## src/rtl/ext_mem_responder.sv

```systemverilog
// Completes valid/ready read and write requests from a single-port synchronous SRAM, one transaction at a time.
// Writes take 1 cycle to wready; reads take READ_LATENCY+2 cycles to rready; stall blocks acceptance in IDLE.
module ext_mem_responder #(
    parameter int AW           = 26,
    parameter int DW           = 32,
    parameter int MEM_AW       = 16,
    parameter int READ_LATENCY = 1
) (
    input  logic              clk,
    input  logic              rst_n,
    input  logic              wvalid,
    output logic              wready,
    input  logic [AW-1:0]     waddr,
    input  logic [DW-1:0]     wdata,
    input  logic              rvalid,
    output logic              rready,
    input  logic [AW-1:0]     raddr,
    output logic [DW-1:0]     rdata,
    input  logic              stall,
    output logic              mem_en,
    output logic              mem_we,
    output logic [MEM_AW-1:0] mem_addr,
    output logic [DW-1:0]     mem_wdata,
    input  logic [DW-1:0]     mem_rdata,
    output logic              err,
    output logic [31:0]       rd_count,
    output logic [31:0]       wr_count
);

    localparam int CW = (READ_LATENCY > 1) ? $clog2(READ_LATENCY) : 1;
    localparam logic [CW-1:0] LAT_LAST = CW'(READ_LATENCY - 1);

    typedef enum logic [2:0] {
        IDLE   = 3'd0,
        WRESP  = 3'd1,
        RISSUE = 3'd2,
        RWAIT  = 3'd3,
        RRESP  = 3'd4
    } state_t;

    state_t        state;
    logic [CW-1:0] lat_cnt;
    logic          rd_oor;
    logic          w_oor;
    logic          r_oor;

    // Any address bit above the SRAM range marks the request out of range.
    generate
        if (AW > MEM_AW) begin : g_range
            assign w_oor = |waddr[AW-1:MEM_AW];
            assign r_oor = |raddr[AW-1:MEM_AW];
        end else begin : g_norange
            assign w_oor = 1'b0;
            assign r_oor = 1'b0;
        end
    endgenerate

    always_ff @(posedge clk or negedge rst_n) begin
        if (!rst_n) begin
            state     <= IDLE;
            lat_cnt   <= '0;
            rd_oor    <= 1'b0;
            wready    <= 1'b0;
            rready    <= 1'b0;
            rdata     <= '0;
            mem_en    <= 1'b0;
            mem_we    <= 1'b0;
            mem_addr  <= '0;
            mem_wdata <= '0;
            err       <= 1'b0;
            rd_count  <= '0;
            wr_count  <= '0;
        end else begin
            // Pulsed outputs default low; only the cycle that owns them raises them.
            wready <= 1'b0;
            rready <= 1'b0;
            rdata  <= '0;
            mem_en <= 1'b0;
            mem_we <= 1'b0;

            case (state)
                IDLE: begin
                    if (!stall) begin
                        if (wvalid) begin
                            state     <= WRESP;
                            wready    <= 1'b1;
                            mem_en    <= !w_oor;
                            mem_we    <= !w_oor;
                            mem_addr  <= waddr[MEM_AW-1:0];
                            mem_wdata <= wdata;
                            wr_count  <= wr_count + 32'd1;
                            if (w_oor) begin
                                err <= 1'b1;
                            end
                        end else if (rvalid) begin
                            state    <= RISSUE;
                            mem_en   <= !r_oor;
                            mem_addr <= raddr[MEM_AW-1:0];
                            rd_oor   <= r_oor;
                            if (r_oor) begin
                                err <= 1'b1;
                            end
                        end
                    end
                end

                WRESP: begin
                    state <= IDLE;
                end

                RISSUE: begin
                    state   <= RWAIT;
                    lat_cnt <= LAT_LAST;
                end

                RWAIT: begin
                    // Last wait cycle is when the SRAM word is valid on mem_rdata.
                    if (lat_cnt == '0) begin
                        state    <= RRESP;
                        rready   <= 1'b1;
                        rdata    <= rd_oor ? '0 : mem_rdata;
                        rd_count <= rd_count + 32'd1;
                    end else begin
                        lat_cnt <= lat_cnt - CW'(1);
                    end
                end

                RRESP: begin
                    state <= IDLE;
                end

                default: begin
                    state <= IDLE;
                end
            endcase
        end
    end

endmodule
```

## config.mk

```make
export PLATFORM = sky130hd
export DESIGN_NAME = ext_mem_responder
export DESIGN_NICKNAME = d
export VERILOG_FILES = /design/src/rtl/ext_mem_responder.sv
export SDC_FILE = /design/constraint.sdc
export NUM_CORES = 1
export LEC_CHECK = 0
export BUFFER_PORTS_ARGS = -buffer_cell sky130_fd_sc_hd__buf_2
export CAP_MARGIN = 40
export CORE_MARGIN = 10
export CORE_UTILIZATION = 43
export CTS_CLUSTER_DIAMETER = 200
export DETAILED_ROUTE_END_ITERATION = 8
export GPL_TIMING_DRIVEN = 1
export HOLD_SLACK_MARGIN = 0.02
export PLACE_DENSITY = 0.86
export REMOVE_ABC_BUFFERS = 1
export SYNTH_ARGS = -nofsm -noshare
export SYNTH_HDL_FRONTEND = slang
export SYNTH_SLANG_ARGS = --single-unit
```

## constraint.sdc

```tcl
create_clock -name clk -period 2.1 [get_ports clk]
set_input_delay 0.42 -clock clk [delete_from_list [all_inputs] [get_ports clk]]
set_output_delay 0.42 -clock clk [all_outputs]
set_load 0.005 [all_outputs]
```

---- After elaboration in Yosys (flattened, before gate mapping) ----
Index checks and enable logic that the tools add are counted.
operators by class
  reduce and logical (&&, ||, !) cells .... 14
  equality and inequality tests ........... 6
  add/sub/neg operators ................... 3
  multiplexer cells ....................... 28
  bitwise logic cells ..................... 3
operator list
  cell                                                                    number
  32-bit two-way mux                                                      3
  32-bit by 1-bit adder with 32-bit output (second input constant)        2
  16-bit two-way mux                                                      2
  10-bit OR reduction                                                     2
  1-bit two-way mux                                                       17
  3-bit two-way mux                                                       4
  3-bit case mux with 3 select lines                                      1
  3-bit AND reduction                                                     3
  3-bit by 2-bit equality test with 1-bit output (second input constant)  2
  2-bit nonzero test                                                      3
  5-bit AND reduction                                                     1
  2-bit != test (second input constant)                                   2
  4-bit AND reduction                                                     1
  3-bit zero test                                                         1
  3-bit != test (second input constant)                                   1
  1-bit inverter                                                          3
  1-bit zero test                                                         2
  2-bit by 1-bit != test with 1-bit output (second input constant)        1
  1-bit case mux with 2 select lines                                      1
  2-bit AND reduction                                                     1
  1-bit subtractor (second input constant)                                1
storage, ports and cells
  bits of input ports ..................... 121
  word-level logic and storage cells ...... 67
  output and inout bits ................... 149
  register bits ........................... 154

---- Depth between registers and ports, before layout ----
  word-level depth ........................ 6
  depth in mapped cells ................... 7

---- Worst setup path after synthesis ----
OpenSTA, ideal clock, no wires.
  path type ............................... register -> register
  start point ............................. reg state[2]
  end point ............................... reg wr_count[30]
  stages on the path, launching flop included .. 6
  path buffers ............................ 1
  required time ........................... 2.021 ns
  setup time .............................. 0.079 ns
  setup slack ............................. 0.110 ns
  arrival ................................. 1.911 ns
  cell sequence ........................... dfrtp_1 or4_4 or4_1 buf_2 nor4_4 xor2_1
on the way
  longest elaborated chain between the ends .. 2
ends and longest elaborated chain
  what                           RTL line  text
  start: declaration             41        state_t state;
  start signal: assignment       60        state <= IDLE;
  start signal: assignment       85        state <= WRESP;
  start signal: assignment       96        state <= RISSUE;
  3-bit zero test                81        case (state)
  3-bit AND reduction (no line)  --
  end signal: assignment         91        wr_count <= wr_count + 32'd1;
  end: declaration               27        output logic [31:0] wr_count
Every way passes these cells.
A chain may end at the register's enable or synchronous reset.

---- Final worst setup path ----
  start point ............................. reg state[2]
  end point ............................... reg wr_count[13]
Same word-level chain as after synthesis.

==> qor.yml <==
placement:
  port_buffers: 269
  globalplace.congestion: 0.800
  placedCellCount: 1021
  hpwl_um: 14300
  placed_cell_area_sq_um: 7950
timing:
  finalSetupViolCount: 0
  finalCritPeriodShare: 0.959
  period_minus_slack_ps: 2010
  whs_ps: 190
  slew_headroom: 0.627
  fmax_mhz: 497
  slew_viol_final: 0
  rsz0062_at_grt: "no"
  tns_ps: 0
  clock_skew_ps: 11.1
  worst_slew_pin_slew_ps: 560
  hold_viol_final: 0
die:
  io_pins: 270
  die_h_um: 141
  dieArea_sq_um: 19800
  die_w_um: 141
  core_area_sq_um: 14400
  initial_core_util: 0.434
  rows: 44
layout:
  final_cells: 1054
  fillCellCount: 1196
  syn2layout_area_growth_pct: 36.5
  layout.nets: 980
  final_area_sq_um: 8550
  drive_gt1_frac: 0.378
  n_antenna_cell: 0
synth:
  async_reset_ff_frac: 1.00
  yosysTopAreaCell: "dfrtp_1"
  synth-main-ff-cell: "dfrtp_1"
  avgSynthCellArea_sq_um: 10.9
  synthCells: 572
  synth_edf_count: 0
  ys_types: 30
  synth_most_common_cell: "dfrtp_1"
  synthTopCellsByArea: "dfrtp_1 (61%), nand2_1 (7.4%), xnor2_1 (7.3%)"
  ys_ff_latch: 153
  yosys-top-cells-count: "dfrtp_1 (153), nand2_1 (123), xnor2_1 (52)"
  syn_area_sq_um: 6260
  synth-seq-area-share: 0.612
  yosysTopAreaCellShare: 0.612
  yosys_warnings: 0
clock_tree:
  clk_latency_ps: 420
  cts_buffer_depth: 2
  root_buffer: "clkbuf_16"
  cts_tree: "done"
  cts-htree-levels: 4
  cts-buffers-inserted: 17
  clkTransAtPathRegs_ps: 60
  clkSinkCount: 153
min_path:
  min_path_type: "input pin to flip-flop"
global_routing:
  grt_max_degree: 56
  grt_pass1_vias: 5490
  grt_pass1_wl_um: 28800
  grt_overflow: 0
  antenna_found_initial: 0
  track_usage: 0.182
pwr:
  power.leakage_nw: 4.65
  clkPwrFrac: 0.340
  ir_drop_v: 0.000676
  netSwitchingFraction: 0.301
  powerDensity_nw_per_um2: 1020
  p_int_mw: 6.11
  combinationalPowerShare: 0.217
  fin_total_pwr_mw: 8.74
  switchingPower_mw: 2.63
  pwr-share-seq: 0.443
worst_setup_path:
  critical_path_class: "flip-flop to flip-flop"
  crit_arrival_ps: 2300
  cp_max_fo: 15
  required_ps: 2390
  crit_path_start_kind: "flip-flop"
  critPathCaptureType: "flip-flop"
run:
  maxCapViolations: 0
routing:
  vias_per_cell: 4.91
  dr.pass1.iters: 4
  post_drt_wl_per_cell_um: 17.5
  vias: 5171
  antenna_left: 0
  drc_errors: 0
  drt_iter0_markers: 201
  wirelength_um: 18400
run_status:
  status: "completed"
## power by group through the flow
stage / logic (mW) / clock network (mW) / registers (mW)
after floorplan: 0.730 / 0 / 3.93
after global placement: 1.88 / 0 / 3.88
after detailed placement: 1.95 / 0 / 3.89
after CTS: 1.95 / 3.03 / 3.87
after global routing: 2.16 / 3.15 / 3.95
final: 1.90 / 2.97 / 3.87
## repair_timing
action,CTS,global route
cloned,0,0
setup buffers,0,0
resized for setup,1,0
setup endpoints to repair,2,1
hold buffers,1,0
endpoints found under the hold margin,32,0
pin swaps,0,1
## stage by stage
step	worst slack, ps	util
finish	86.7	0.592
global route	5.90	0.592
detailed placement	-24.2	0.551
floorplan	-599	-
global placement	17.7	0.551
CTS	65.0	0.592
## sequential cells by signal, summed over array words and instances (netlist names), 3 cells and up
| register | cells |
|---|---|
| mem_wdata | 32 |
| state | 3 |
| mem_addr | 16 |
| rd_count | 32 |
| rdata | 32 |
| wr_count | 32 |
## layout by cell type (no fill, tap or decap), types with 2 or more instances in the layout
cell type and instances:
nor4_1 5, and4_1 8, or4_4 2, nor3_1 6, nand2_1 123, dfrtp_1 153, buf_12 4, buf_2 268
nand4_1 32, inv_1 7, xor2_1 10, clkinvlp_4 5, and2_1 38, nand4b_1 6, a21oi_1 17, inv_6 4
buf_4 17, nand3_1 18, clkbuf_8 3, and3_1 13, nor4_4 2, xnor2_1 52, mux2i_1 16, nor2_1 28
clkbuf_16 17, ha_1 2
## kinds of logic after synthesis
logic type                 after synthesis  share of synthesized area
muxes                                   17                     0.0274
xor gates and xnor gates                62                     0.0867
buffers and inverters                   32                     0.0206
DFF                                    153                      0.612
and+or+nand+nor                        286                      0.233
adders and majority gates                2                    0.00400
AOI/OAI and AO/OA                       20                     0.0170
## layout make-up
class | count | area (sq um) | share of cell area
repair buffers | 291 | 1570 | 0.184
multi-input cells | 387 | 2310 | 0.270
inverters | 7 | 26.3 | 0.00307
clock buffers | 21 | 470 | 0.0551
clock inverters | 11 | 111 | 0.0130
flip-flops and latches | 153 | 3830 | 0.448
well taps | 184 | 230 | 0.0269
## routing by layer
metal	wire length [um]	share of wire	GRT usage
met1	7330	0.40	0.206
met2	9270	0.50	0.306
met3	1570	0.085	0.0763
met4	263	0.014	0.0576
met5	0	0	0
## worst max-delay path: stages, from the launching register on
cell and delay [ps]:
dfrtp_1 420, or4_4 550, buf_4 170, nor4_4 310, buf_12 180, nand4_1 120, xnor2_1 150
## path summary, 6_finish.rpt
| path | start | endpoint | slack (ps) | cells after the start |
|---|---|---|---|---|
| max | state[2] | wr_count[13] | 90 | 6 |
| min | wdata[20] | mem_wdata[20] | 190 | 3 |
| max reg2reg | state[2] | wr_count[13] | 90 | 6 |
| min reg2reg | wr_count[31] | wr_count[31] | 460 | 1 |
| max in group asynchronous | rst_n | wr_count[18] | 1000 | 3 |
| min in group asynchronous | rst_n | wr_count[15] | 480 | 2 |
Power figures use the tool's default switching activity.
